`src/rtl/writeback_seq_pkg.sv`:
```
// Shared definitions for the writeback sequencer: register file size,
// index/data widths, sequencer state encoding and the queued request format.
package writeback_seq_pkg;

   localparam int NREG_DEFAULT = 16;
   localparam int MAX_NREG     = 16;
   localparam int IDX_W        = 4;
   localparam int DATA_W       = 32;

   typedef enum logic {
      ST_IDLE = 1'b0,
      ST_WIPE = 1'b1
   } wb_state_e;

   typedef struct packed {
      logic [IDX_W-1:0]  idx;
      logic [DATA_W-1:0] data;
   } wb_req_t;

   // One-hot decode of a register index over the largest supported register
   // file; callers truncate to their own register count, which naturally
   // drops indices that fall outside it.
   function automatic logic [MAX_NREG-1:0] idxOneHot(input logic [IDX_W-1:0] idx);
      logic [MAX_NREG-1:0] vec;
      vec      = '0;
      vec[idx] = 1'b1;
      return vec;
   endfunction

endpackage

```
`src/rtl/writeback_seq_wb_fifo.sv`:
```
// Small request FIFO for the writeback sequencer. Power-of-two depth so the
// pointers wrap on their own; push and pop may coincide at any occupancy.
module wb_fifo
   import writeback_seq_pkg::*;
#(
   parameter int DEPTH = 2
) (
   input  logic    clk,
   input  logic    clr,
   input  logic    push,
   input  logic    pop,
   input  wb_req_t din,
   output wb_req_t dout,
   output logic    full,
   output logic    empty
);

   localparam int PTR_W = (DEPTH > 1) ? $clog2(DEPTH) : 1;
   localparam int CNT_W = $clog2(DEPTH + 1);

   wb_req_t            mem [DEPTH];
   logic [PTR_W-1:0]   wrPtr_q;
   logic [PTR_W-1:0]   rdPtr_q;
   logic [CNT_W-1:0]   count_q;
   logic               doPush;
   logic               doPop;

   // Qualify the strobes so an over-eager caller can never corrupt the state:
   // a push into a full FIFO is only allowed when a pop frees a slot.
   always_comb begin
      doPop  = pop && !empty;
      doPush = push && (!full || doPop);
   end

   // Storage array carries no reset; only the pointers define validity.
   always_ff @(posedge clk) begin
      if (doPush) begin
         mem[wrPtr_q] <= din;
      end
   end

   // Pointer and occupancy bookkeeping, cleared synchronously.
   always_ff @(posedge clk) begin
      if (clr) begin
         wrPtr_q <= '0;
         rdPtr_q <= '0;
         count_q <= '0;
      end else begin
         if (doPush) begin
            wrPtr_q <= wrPtr_q + PTR_W'(1);
         end
         if (doPop) begin
            rdPtr_q <= rdPtr_q + PTR_W'(1);
         end
         if (doPush && !doPop) begin
            count_q <= count_q + CNT_W'(1);
         end else if (doPop && !doPush) begin
            count_q <= count_q - CNT_W'(1);
         end
      end
   end

   assign dout  = mem[rdPtr_q];
   assign full  = (count_q == CNT_W'(DEPTH));
   assign empty = (count_q == '0);

endmodule

```
`src/rtl/writeback_seq.sv`:
```
// Writeback sequencer: queues register-write requests and issues them one
// per cycle as a registered one-hot enable plus data, and on request walks
// every register writing zero once queued writes have drained.
module writeback_seq
   import writeback_seq_pkg::*;
#(
   parameter int DEPTH = 2,
   parameter int NREG  = NREG_DEFAULT
) (
   input  logic              clk,
   input  logic              clr,
   input  logic              req_valid,
   output logic              req_ready,
   input  logic [IDX_W-1:0]  req_idx,
   input  logic [DATA_W-1:0] req_data,
   input  logic              wipe_req,
   output logic [NREG-1:0]   wb_en,
   output logic [DATA_W-1:0] wb_data,
   output logic              busy
);

   wb_state_e          state_q, state_d;
   logic               wipePend_q, wipePend_d;
   logic [IDX_W-1:0]   cnt_q, cnt_d;
   logic [NREG-1:0]    wbEn_q, wbEn_d;
   logic [DATA_W-1:0]  wbData_q, wbData_d;

   wb_req_t            fifoIn;
   wb_req_t            fifoHead;
   logic               fifoFull;
   logic               fifoEmpty;
   logic               fifoPush;
   logic               fifoPop;
   logic               readyInt;

   // Handshake: drain the FIFO every idle cycle, accept new requests unless a
   // wipe is running or pending, and let a full FIFO accept when it also pops.
   always_comb begin
      fifoPop  = (state_q == ST_IDLE) && !fifoEmpty;
      readyInt = !clr && (state_q == ST_IDLE) && !wipePend_q && (!fifoFull || fifoPop);
      fifoPush = req_valid && readyInt;
      fifoIn   = '{idx: req_idx, data: req_data};
   end

   wb_fifo #(
      .DEPTH (DEPTH)
   ) uFifo (
      .clk   (clk),
      .clr   (clr),
      .push  (fifoPush),
      .pop   (fifoPop),
      .din   (fifoIn),
      .dout  (fifoHead),
      .full  (fifoFull),
      .empty (fifoEmpty)
   );

   // Next-state and next-output logic for the idle/wipe sequencer.
   always_comb begin
      state_d    = state_q;
      wipePend_d = wipePend_q;
      cnt_d      = cnt_q;
      wbEn_d     = '0;
      wbData_d   = wbData_q;
      case (state_q)
         ST_IDLE: begin
            if (wipe_req) begin
               wipePend_d = 1'b1;
            end
            if (fifoPop) begin
               wbEn_d   = NREG'(idxOneHot(fifoHead.idx));
               wbData_d = fifoHead.data;
            end
            if (wipePend_q && fifoEmpty) begin
               state_d    = ST_WIPE;
               wipePend_d = 1'b0;
               cnt_d      = '0;
            end
         end
         ST_WIPE: begin
            wbEn_d   = NREG'(idxOneHot(cnt_q));
            wbData_d = '0;
            if (cnt_q == IDX_W'(NREG - 1)) begin
               state_d = ST_IDLE;
               cnt_d   = '0;
            end else begin
               cnt_d = cnt_q + IDX_W'(1);
            end
         end
         default: begin
            state_d = ST_IDLE;
         end
      endcase
   end

   // State, wipe counter and registered write-port outputs.
   always_ff @(posedge clk) begin
      if (clr) begin
         state_q    <= ST_IDLE;
         wipePend_q <= 1'b0;
         cnt_q      <= '0;
         wbEn_q     <= '0;
         wbData_q   <= '0;
      end else begin
         state_q    <= state_d;
         wipePend_q <= wipePend_d;
         cnt_q      <= cnt_d;
         wbEn_q     <= wbEn_d;
         wbData_q   <= wbData_d;
      end
   end

   assign req_ready = readyInt;
   assign wb_en     = wbEn_q;
   assign wb_data   = wbData_q;
   assign busy      = (state_q == ST_WIPE) || wipePend_q || !fifoEmpty;

endmodule

```
`config.mk`:
```
export PLATFORM = sky130hd
export DESIGN_NAME = writeback_seq
export DESIGN_NICKNAME = d
export VERILOG_FILES = /design/src/rtl/writeback_seq_pkg.sv /design/src/rtl/writeback_seq_wb_fifo.sv /design/src/rtl/writeback_seq.sv
export SDC_FILE = /design/constraint.sdc
export NUM_CORES = 1
export LEC_CHECK = 0
export BUFFER_PORTS_ARGS = -buffer_cell sky130_fd_sc_hd__buf_2
export CORE_MARGIN = 3
export CORE_UTILIZATION = 59
export CTS_BUF_LIST = sky130_fd_sc_hd__clkbuf_4 sky130_fd_sc_hd__clkbuf_8 sky130_fd_sc_hd__clkbuf_16
export CTS_CLUSTER_DIAMETER = 80
export DETAILED_ROUTE_END_ITERATION = 8
export GPL_TIMING_DRIVEN = 0
export PLACE_DENSITY = 0.84
export SYNTH_ARGS = -nofsm -noshare
export SYNTH_HDL_FRONTEND = slang
export SYNTH_SLANG_ARGS = --single-unit
```
`constraint.sdc`:
```
create_clock -name clk -period 6.8 [get_ports clk]
set_clock_uncertainty 0.2 [all_clocks]
set_input_delay 1.02 -clock clk [delete_from_list [all_inputs] [get_ports clk]]
set_output_delay 1.02 -clock clk [all_outputs]
set_load 0.01 [all_outputs]
```
# [After elaboration in Yosys (flattened, before gate mapping)]
# Memories as Yosys holds them, arrays and structs flattened. A register that Yosys moved wholly into a read port is not among the register bits.
# Cells that the tools add are included.
[totals] regBits=58 latch_bits=0 ram_bits=72 rom_bits=0 output_inout_bits=50 memories=1
[mem_list] memory="uFifo.mem" depth=2 width=36 rd=1 rd_clocked_by_memory_dff=1 wr=1 line_no="writeback_seq_wb_fifo.sv:21" source="wb_req_t mem [DEPTH];"
[classes] n_addsub=5 mul=0 div=0 magnitude_cmp=4 eq_ne=4 n_shift=0 n_mux=22 bitwise_logic=1 reduce_logical=26
[op_table] operator="$pmux 32 s2" count=1
[op_table] operator="$mux 32" count=1
[op_table] operator="$pmux 16 s2" count=1
[op_table] operator="$mux 16" count=1
[op_table] operator="$logic_and 1x1->1" count=12
[op_table] operator="$lt 4x5->1 const B" count=2
[op_table] operator="$mux 1" count=10
[op_table] operator="$demux 1 s4" count=2
[op_table] operator="$ge 4x1->1 const B" count=2
[op_table] operator="$mux 4" count=2
[op_table] operator="$pmux 4 s2" count=1
[op_table] operator="$logic_not 1->1" count=6
[op_table] operator="$add 4x1->4 const B" count=1
[op_table] operator="$eq 4x4->1 const B" count=1
[op_table] operator="$logic_or 1x1->1" count=4
[op_table] operator="$mux 2" count=2
[op_table] operator="$ne 2x1->1 const B" count=2
[op_table] operator="$reduce_bool 2->1" count=2
[op_table] operator="$add 1x1->1 const B" count=2
[op_table] operator="$add 2x1->2 const B" count=1
[op_table] operator="$eq 2x2->1 const B" count=1
[op_table] operator="$logic_not 2->1" count=1
[op_table] operator="$pmux 1 s2" count=1
[op_table] operator="$reduce_and 2->1" count=1
[op_table] operator="other kinds (2)" count=2

# [Logic depth before layout (Yosys ltp)]
[logic_depth] depth_word=11 ltp_mapped=9 mapped_depth_nobuf=6

# [Hierarchy]
# From an unflattened synthesis, not the netlist that was laid out.
[unflattened] hier_cells=340 hier_area_um2=4849.7
[by_module_without_submodules] module="wb_fifo" instances=1 cells_each=137 area_each_um2=2827.7 seq_area_each_um2=2262.2
[by_module_without_submodules] module="writeback_seq" instances=1 cells_each=203 area_each_um2=2021.9 seq_area_each_um2=1081.0

# [Least setup slack after synthesis]
# No wires, ideal clock.
[synth_timing] path_type="in2reg" startpoint="in clr" endpoint="mem uFifo.mem[0][0] (netlist name) (enable)" arrival_ps=2980 setup_slack_ps=3187 stages=2 path_cell_list="nor4b_4 > nor2b_1"
[synth_between] elab_chain_len=8
[synth_rtl] item="start: declaration" line_no="writeback_seq.sv:11" source="input logic clr,"
[synth_rtl] item="$logic_not 1->1" line_no="writeback_seq.sv:40" source="readyInt = !clr && (state_q == ST_IDLE) && !wipePend_q && (!fifoFull || fifoPop);"
[synth_rtl] item="$logic_and 1x1->1 (3 in a row)" line_no="writeback_seq.sv:40"
[synth_rtl] item="$logic_and 1x1->1" line_no="writeback_seq.sv:41" source="fifoPush = req_valid && readyInt;"
[synth_rtl] item="$logic_and 1x1->1" line_no="writeback_seq_wb_fifo.sv:32" source="doPush = push && (!full || doPop);"
[synth_rtl] item="$mux 1" line_no="writeback_seq_wb_fifo.sv:37" source="if (doPush) begin"
[synth_rtl] item="$mux 1 (implied by the code)" line_no="writeback_seq_wb_fifo.sv:38" source="mem[wrPtr_q] <= din;"
[synth_rtl] item="end: declaration" line_no="writeback_seq_wb_fifo.sv:21"
# Every way passes these cells.

# [Worst setup path after layout]
[layout_timing] startpoint="in clr" endpoint="out req_ready"
[layout_between] elab_chain_len=4
[layout_rtl] item="$logic_not 1->1" line_no="writeback_seq.sv:40"
[layout_rtl] item="$logic_and 1x1->1 (3 in a row)" line_no="writeback_seq.sv:40"
[layout_rtl] item="end: declaration" line_no="writeback_seq.sv:13" source="output logic req_ready,"
# Every way passes these cells.

==> metrics.cfg <==
[synthesis]
synth_ff_type=edfxtp_1
synth_cell_types=39
synth.largest_area_cell=edfxtp_1
synth_seq_area_share_pct=68.99
synth-edff-count=72
ys.warnings.count=0
syn_nets=394
netlist_instances=349
yosysTopAreaCellShare_pct=44.62
syn-cell-area_um2=4846
async_reset_ff_share_pct=0
synthTopCellsByArea=edfxtp_1 (45%), dfxtp_1 (24%), mux2_2 (7.4%)
ys_seq_elements=131
syn_area_per_cell_um2=13.89

[worst_setup_path]
critPathLaunchType=primary input
crit_path_frequent_cell=buf_2
end_kind=output port
cp_cell_sequence=buf_2 -> buf_2 -> nor3_1 -> buf_2
slowest_delay_ns=0.21
path_class=in -> out
worstPathArrival_ns=1.76
r2r_end=uFifo.count_q[1]$_SDFFE_PP0P_
slowest_stage=nor3_1
cp_data_required_time_ns=5.58
ff2ff_setup_slack_ns=4.51
ff2ff_path_depth=8
worstReg2RegStart=state_q$_SDFF_PP0_
cp_max_fo=10

[die]
die_area_um2=9336
rows=32
die_w_um=96.63
fp.coreArea_um2=7848
ios=90
die_y_um=96.63
start_util_pct=61.75

[detailed_routing]
drt_iter0_drc=262
first_pass_iters=5
drc=0
detail_route.wl_per_cell_um=18.31
routed_wl_um=10490
ant_nets=0
vias_per_cell=5.885
num_vias=3372

[sta]
hold_violations=0
hold-worst-slack_ns=0.2998
period_needed_ns=2.984
finalSetupViolCount=0
fmax_ghz=0.3351
report.final.slew_viol_count=0
worst_slew_pin_slew_ns=0.9140
worst_slack_ns=3.816
rsz0062_at_grt=false
finalCritPeriodShare_pct=43.89
timing.slew.headroom_pct=39.07
setup_tns_ns=0

[worst_hold_path]
whs_path_depth=2
hp-class=reg -> reg
hold_end=wb_data[25]$_SDFFE_PP0P_
worstHoldStart=wb_data[25]$_SDFFE_PP0P_

[clock_network]
cts_root_buf=clkbuf_8
path_clk_slew_ns=0.06
cts_buffer_depth=2
cts_tree=done
cts_buffers=17
postCtsSetupBuffers=0
cts.sinks=131
cts_resized=0
ctsHoldBuffers=0
ctsHtreeMaxLevel=4
worstSkewPairLatency_ns=0.53

[final_layout]
antennaDiodeCount=0
area_growth_syn_to_layout_pct=23.99
final_common_cell=buf_2
final_cell_mix=buf_2 (100), edfxtp_1 (72), dfxtp_1 (59), nor2_1 (41)
drive_gt1_share_pct=37.15
num-nets-final=503

[placed_design]
dp_hpwl_um=6671
place.gp.congestion=0.8856
place_ws_ns=3.821
numPortBuffers=89

[global_route]
grt_max_degree=37
grt_pass1_wl_um=16530
grtUsageTotal_pct=23.11
grt_pass1_vias=3478
grt_remaining_overflow=0
antenna_found_initial=0

[run]
maxCapViolCount=0

[pwr]
ir_worst_vdd_v=0.0002261
cellPowerDensity_nw_per_um2=400.5
p_leak_nw=2.362

[outcome]
status=completed

-- area by class of cell --
cell class / count / area, µm²
sequential: 131 / 3343
fill: 501 / 1839
multi-input combinational: 194 / 1381
timing repair buffer: 90 / 473.0
clock buffer: 18 / 421.7
clock inverter: 14 / 131.4
tap: 102 / 127.6
buffer: 19 / 111.4
inverter: 5 / 18.77
-- state kept, by name, indices dropped and copies added (netlist names), named ones only --
| signal | count |
|---|---|
| wb_data | 32 |
| cnt_q | 4 |
| uFifo.wrPtr_q | 1 |
| state_q | 1 |
| uFifo.count_q | 2 |
| wipePend_q | 1 |
| wb_en | 16 |
| uFifo.rdPtr_q | 1 |
| uFifo.mem | 72 |
-- worst max path at each step --
stage | from | end | slack [ns] | cells past startpoint
after floorplan | clr | uFifo.mem[0][0]$_DFFE_PP_ | 3.19 | 2
after global placement | clr | uFifo.mem[0][10]$_DFFE_PP_ | 2.07 | 3
after detailed placement | clr | req_ready | 3.82 | 4
after CTS | clr | req_ready | 3.83 | 4
after global routing | clr | req_ready | 3.77 | 4
final | clr | req_ready | 3.82 | 4
-- logic make-up (layout without fill, tap and decap cells) --
kind of cell | after synthesis | after routing | share of synthesized area, %
DFF | 131 | 131 | 68.99
and+or+nand+nor | 86 | 86 | 9.373
AOI/OAI and AO/OA | 67 | 67 | 9.502
muxes | 32 | 32 | 7.436
buffers and inverters | 24 | 146 | 2.685
adders and majority gates | 5 | 5 | 1.291
xor gates and xnor gates | 4 | 4 | 0.7231
-- report_power, final --
part | internal, mW | switching, mW
logic | 0.243 | 0.323
registers | 0.946 | 0.0609
clock network | 0.491 | 0.343
total | 1.68 | 0.727
-- critical path: cells and delay by family --
family	cells	cell delay, ns
buffers and inverters	3	0.53
AND/OR/NAND/NOR	1	0.21
-- cell usage after synthesis (3+ instances only) --
| master | number |
|---|---|
| and3b_1 | 3 |
| buf_4 | 3 |
| dfxtp_1 | 59 |
| nor3_1 | 4 |
| nor3b_1 | 4 |
| a21o_1 | 3 |
| nand3b_1 | 6 |
| a21oi_1 | 6 |
| o21ai_1 | 4 |
| a22oi_1 | 32 |
| nor2_1 | 41 |
| nor2b_1 | 3 |
| or3b_1 | 3 |
| ha_1 | 5 |
| buf_2 | 11 |
| nand3_1 | 5 |
| o22ai_1 | 16 |
| edfxtp_1 | 72 |
| mux2_2 | 32 |
| nand2_1 | 10 |
| inv_1 | 4 |
-- per-layer routing --
metal  GRT usage [%]  up-vias  routed length [µm]
met5               0        -                   0
met3           7.787       34                 773
met1           23.74     1643                3814
met2           40.71      169                5549
met4           13.39        0                 353
li1                -     1526                   -
-- per-stage QoR --
stage          area [µm²]  total power [mW]  util, %  instances
2_1_floorplan        4846             1.380        -        349
3_3_place_gp         5419             1.545    69.05        540
3_5_place_dp         5455             1.577    69.52        541
4_1_cts              6008             2.412    76.56        573
5_1_grt              6008             2.504    76.56        573
6_report             6008             2.406    76.56        573
(Power assumes the default switching activity.)
